$ cat config.mk
export PLATFORM = sky130hd
export DESIGN_NAME = ppu_out_packer
export DESIGN_NICKNAME = d
export VERILOG_FILES = /design/src/rtl/ppu_out_packer.sv
export SDC_FILE = /design/constraint.sdc
export NUM_CORES = 1
export LEC_CHECK = 0
export BUFFER_PORTS_ARGS = -buffer_cell sky130_fd_sc_hd__buf_2
export CORE_MARGIN = 2
export CORE_UTILIZATION = 60
export CTS_BUF_LIST = sky130_fd_sc_hd__clkbuf_4 sky130_fd_sc_hd__clkbuf_8 sky130_fd_sc_hd__clkbuf_16
export DETAILED_ROUTE_END_ITERATION = 6
export PLACE_DENSITY_LB_ADDON = 0.12
export SYNTH_ARGS = -nofsm -noshare
export SYNTH_HDL_FRONTEND = slang
export SYNTH_SLANG_ARGS = --single-unit
$ cat constraint.sdc
create_clock -name clk -period 14.86 [get_ports clk]
set_input_delay 2.229 -clock clk [delete_from_list [all_inputs] [get_ports clk]]
set_output_delay 2.229 -clock clk [all_outputs]
set_load 0.01 [all_outputs]
$ cat src/rtl/ppu_out_packer.sv
// Packs the PPU's uint8 output stream little-endian into 32-bit words and issues
// addressed, byte-strobed write requests to the global buffer through a small FIFO.
module ppu_out_packer #(
  parameter int unsigned FIFO_DEPTH = 4,
  parameter int unsigned ADDR_BITS  = 32,
  parameter int unsigned CNT_BITS   = 16
) (
  input  logic                 clk,
  input  logic                 rst,
  input  logic                 start,
  input  logic [ADDR_BITS-1:0] base_addr,
  input  logic [CNT_BITS-1:0]  num_bytes,
  input  logic                 in_valid,
  input  logic [7:0]           in_data,
  output logic                 in_ready,
  output logic                 out_valid,
  output logic [ADDR_BITS-1:0] out_addr,
  output logic [31:0]          out_data,
  output logic [3:0]           out_wstrb,
  input  logic                 out_ready,
  output logic                 busy,
  output logic                 done
);

  localparam int unsigned PTR_W = (FIFO_DEPTH > 1) ? $clog2(FIFO_DEPTH) : 1;
  localparam int unsigned CNT_W = PTR_W + 1;

  typedef enum logic [1:0] {S_IDLE, S_RUN, S_DRAIN} state_t;

  typedef struct packed {
    logic [ADDR_BITS-1:0] addr;
    logic [31:0]          data;
    logic [3:0]           strb;
  } entry_t;

  state_t               r_state;
  logic [1:0]           r_lane;
  logic [CNT_BITS-1:0]  r_left;
  logic [ADDR_BITS-1:0] r_addr;
  logic [31:0]          r_pack;
  logic                 r_done;

  entry_t               r_mem [FIFO_DEPTH];
  logic [PTR_W-1:0]     r_wr_ptr;
  logic [PTR_W-1:0]     r_rd_ptr;
  logic [CNT_W-1:0]     r_count;

  logic                 w_start_ok;
  logic                 w_accept;
  logic                 w_last;
  logic                 w_push;
  logic                 w_pop;
  logic [31:0]          w_word;
  logic [3:0]           w_strb;
  entry_t               w_entry;
  entry_t               w_head;

  // The DRAIN cycle with an empty FIFO is the done cycle, which also takes a new start.
  assign w_start_ok = start && ((r_state == S_IDLE) || ((r_state == S_DRAIN) && (r_count == '0)));
  assign in_ready   = (r_state == S_RUN) && (r_count < CNT_W'(FIFO_DEPTH));
  assign w_accept   = in_valid && in_ready;
  assign w_last     = (r_left == CNT_BITS'(1));
  assign w_push     = w_accept && ((r_lane == 2'd3) || w_last);
  assign w_pop      = (r_count != '0) && out_ready;

  // Merge the incoming byte into the pack register; lanes above it stay zero.
  always_comb begin
    w_word = r_pack;
    w_strb = 4'b0000;
    case (r_lane)
      2'd0: begin w_word[7:0]   = in_data; w_strb = 4'b0001; end
      2'd1: begin w_word[15:8]  = in_data; w_strb = 4'b0011; end
      2'd2: begin w_word[23:16] = in_data; w_strb = 4'b0111; end
      default: begin w_word[31:24] = in_data; w_strb = 4'b1111; end
    endcase
  end

  always_comb begin
    w_entry      = '0;
    w_entry.addr = r_addr;
    w_entry.data = w_word;
    w_entry.strb = w_strb;
  end

  // Tile control FSM.
  always_ff @(posedge clk or posedge rst) begin
    if (rst) begin
      r_state <= S_IDLE;
      r_lane  <= 2'd0;
      r_left  <= '0;
      r_addr  <= '0;
      r_pack  <= '0;
      r_done  <= 1'b0;
    end else begin
      r_done <= 1'b0;
      case (r_state)
        S_IDLE, S_DRAIN: begin
          if (w_start_ok) begin
            if (num_bytes == '0) begin
              r_done  <= 1'b1;
              r_state <= S_IDLE;
            end else begin
              r_state <= S_RUN;
              r_lane  <= 2'd0;
              r_left  <= num_bytes;
              r_addr  <= base_addr & ~ADDR_BITS'(3);
              r_pack  <= '0;
            end
          end else if (r_state == S_DRAIN) begin
            if (r_count == '0) begin
              r_state <= S_IDLE;
            end else if (w_pop && (r_count == CNT_W'(1))) begin
              r_done <= 1'b1;
            end
          end
        end
        S_RUN: begin
          if (w_accept) begin
            r_lane <= r_lane + 2'd1;
            r_left <= r_left - CNT_BITS'(1);
            r_pack <= w_push ? 32'd0 : w_word;
            if (w_push) begin
              r_addr <= r_addr + ADDR_BITS'(4);
            end
            if (w_push && w_last) begin
              r_state <= S_DRAIN;
            end
          end
        end
        default: r_state <= S_IDLE;
      endcase
    end
  end

  // Word FIFO; pointers wrap naturally since the depth is a power of two.
  always_ff @(posedge clk or posedge rst) begin
    if (rst) begin
      r_wr_ptr <= '0;
      r_rd_ptr <= '0;
      r_count  <= '0;
      for (int i = 0; i < int'(FIFO_DEPTH); i++) begin
        r_mem[i] <= '0;
      end
    end else begin
      if (w_push) begin
        r_mem[r_wr_ptr] <= w_entry;
        r_wr_ptr        <= r_wr_ptr + PTR_W'(1);
      end
      if (w_pop) begin
        r_rd_ptr <= r_rd_ptr + PTR_W'(1);
      end
      case ({w_push, w_pop})
        2'b10:   r_count <= r_count + CNT_W'(1);
        2'b01:   r_count <= r_count - CNT_W'(1);
        default: r_count <= r_count;
      endcase
    end
  end

  assign w_head    = r_mem[r_rd_ptr];
  assign out_valid = (r_count != '0);
  assign out_addr  = w_head.addr;
  assign out_data  = w_head.data;
  assign out_wstrb = w_head.strb;
  assign busy      = (r_state != S_IDLE);
  assign done      = r_done;

endmodule

==> flow_summary.yaml <==
final_layout:
  fin_nets: 1546
  area_growth_pct: 12.92
  num-fill-cells: 2001
  drive_gt1_share_pct: 27.22
  final_core_util_pct: 68.63
  stdcell_area_um2: 18440
timing:
  hold_violations: 0
  rsz0062_at_grt: "false"
  finalSetupViolCount: 0
  worst_pin_slew_ns: 1.182
  finClkSkew_ns: 0.01873
  slew_viol_final: 0
  setup_tns_ns: 0
  max_freq_mhz: 191.3
  relSlewSlack_pct: 21.18
  fin_crit_sh_pct: 35.18
  period_needed_ns: 5.228
pwr:
  total_power_mw: 3.999
  peakVddDrop_mv: 0.1232
  switchingPower_mw: 1.401
  p_leak_nw: 8.409
  seqPwrFrac_pct: 41.6
  p_clk_share_pct: 24.8
  power_density_nw_per_um2: 216.8
  p_int_mw: 2.598
  p_sw_share_pct: 35.03
  power_frac_comb_pct: 33.6
route:
  viasPerCell: 6.116
  wl_um: 37150
  first_iter_violations: 789
  wire_per_inst_um: 20.21
  drc: 0
  postRouteAntennaNets: 0
  dr.pass1.iters: 5
  vias: 11240
synth:
  avgSynthCellArea_um2: 11.72
  syn_inst: 1394
  ys_types: 58
  yosys.area.top_type: "dfrtp_1"
  yosysMostFrequentCell: "dfrtp_1"
  yosysWarnings: 0
  yosysTopAreaCellShare_pct: 54.24
  synth_ff_type: "dfrtp_1"
  async_reset_ff_share_pct: 100.0
  ys_ff_latch: 354
  ys_seq_area_share_pct: 54.24
  synth_area_leaders: "dfrtp_1, mux4_2, o21ai_0"
  synth-edff-count: 0
  synth_common_cells: "dfrtp_1, nand2_1, o21ai_0"
  synth.cell_area_um2: 16330
flow_run:
  maxCapViolations: 0
floorplan:
  ios: 133
  die_y_um: 169.0
  die_w_um: 169.0
  coreArea_um2: 26880
  fp-row-count: 60
  dieArea_um2: 28560
  initial_core_util_pct: 60.77
clock_tree:
  cts_tree: "done"
  clk_path_buf_depth: 3
  h-tree-depth: 2
  clk_latency_ns: 0.52
  cts_sinks: 354
  cts_setup_buffers: 0
  clkTransAtPathRegs_ns: 0.06
  cts_made_buffers: 38
  cts-root-buf: "clkbuf_16"
  cts_hold_buf: 0
  ctsResizeCount: 0
placement:
  routabilityCongestion: 0.8332
  dp_hpwl_um: 22580
  dpl_cell_area_um2: 17100
  io_buffers: 128
setup_path:
  startpoint_type: "flip-flop"
  worstSetupEndpointType: "output pin"
  worstPathRequired_ns: 12.63
  worstPathMaxFanout: 36
  setup.worst_path.class: "reg -> out"
  r2r_setup_slack_ns: 11.13
  worstPathArrival_ns: 3.00
grt:
  grt_pass1_vias: 11270
  grt_use_met3_pct: 4.396
  antenna_found_initial: 4
  grt_pass1_wl_um: 60910
  use_met1_pct: 37.30
  grt_use_met2_pct: 44.64
  grt_usage_pct: 26.98
  grt_busiest_layer: "met2"
  grt-ovfl-total: 0
  grt_max_degree: 141
worst_hold_path:
  worst_hold_path_type: "reg -> reg"
outcome:
  status: "finished, final reports clean"
layout make-up:
class	instances	area, um2	area share, %
Sequential cell	354	8864	48.06
Multi-Input combinational cell	914	6983	37.86
Clock buffer	55	1159	6.282
Tap cell	341	426.7	2.313
Inverter	14	60.06	0.3256
Antenna cell	2	5.005	0.02714
Clock inverter	13	178.9	0.9701
Timing Repair Buffer	145	768.2	4.165
routing by layer:
metal  vias to the layer above  share of wire (%)
met1                      5707                 43
li1                       5199                  -
met2                       262                 49
met4                         4                2.7
met3                        69                4.9
met5                         -              0.078
flip-flops by register name, summed over array words and instances (netlist names):
name,count
r_mem,264
r_pack,32
r_addr,30
r_left,16
r_count,3
r_lane,2
r_rd_ptr,2
r_state,2
r_wr_ptr,2
done,1
cells by family (layout without fill, tap and decap cells):
group	Yosys count	count (layout)	share of synthesized area [%]
DFF	354	354	54.24
and+or+nand+nor	338	338	9.193
AOI/OAI and AO/OA	336	336	11.97
muxes	214	214	19.61
buffers and inverters	127	227	3.271
adders and majority gates	18	18	1.379
xor gates and xnor gates	6	6	0.3217
other	1	4	0.02296
final timing paths:
check,start,to,depth (start not counted)
worst max-delay path,r_rd_ptr[0],out_addr[21],3
worst min-delay path,r_mem[68],r_mem[68],1
min in group asynchronous,rst,r_mem[13],2
worst max register to register,r_state[1],r_mem[139],6
max in group asynchronous,rst,r_rd_ptr[0],4
worst min register to register,r_mem[68],r_mem[68],1
metrics by stage:
step | setup slack, ns | std cells | hold slack (ns)
floorplan | 2.811 | 1395 | 0.4287
global placement | 9.781 | 1768 | 0.4445
global route | 9.429 | 1836 | 0.4826
CTS | 9.525 | 1836 | 0.4686
finish | 9.632 | 1838 | 0.4642
detailed placement | 9.810 | 1768 | 0.4555
critical path: stages, from the launching register on:
cell and delay [ns]:
dfrtp_4 0.97, buf_4 0.69, mux4_2 0.63, buf_2 0.17
power groups by stage:
stage	clock, mW	sequential (mW)	combinational, mW
6_report	0.992	1.66	1.34
5_1_grt	1.04	1.72	1.48
4_1_cts	1.01	1.66	1.36
3_5_place_dp	0	1.68	1.35
3_3_place_gp	0	1.65	1.32
2_1_floorplan	0	1.52	1.07
cells in the final DEF (no fill, tap or decap), types with 5 or more instances in the layout:
master     Yosys  routed
dfrtp_1      354     352
nand2_1      214     214
o21ai_0      205     205
buf_2         13     128
mux2_2        88      88
mux4_2        66      66
clkbuf_16      0      39
mux2i_1       35      35
nor2_1        32      32
a21oi_1       31      31
mux2_4        25      25
nor3_1        19      19
ha_1          18      18
o22ai_1       18      17
buf_4          3      17
a2bb2oi_1     16      16
nand3_1       15      15
nand4_1       13      13
inv_1         14      13
a31oi_1       13      13
o22a_1        12      12
clkbuf_8       0      10
nor4_1         9       8
a211oi_1       8       8
nand2b_1       7       6
o31ai_1        6       6
clkbuf_4       0       6
o31a_1         5       5
xnor2_1        5       5
No activity file was read; power rests on OpenSTA's default activity.
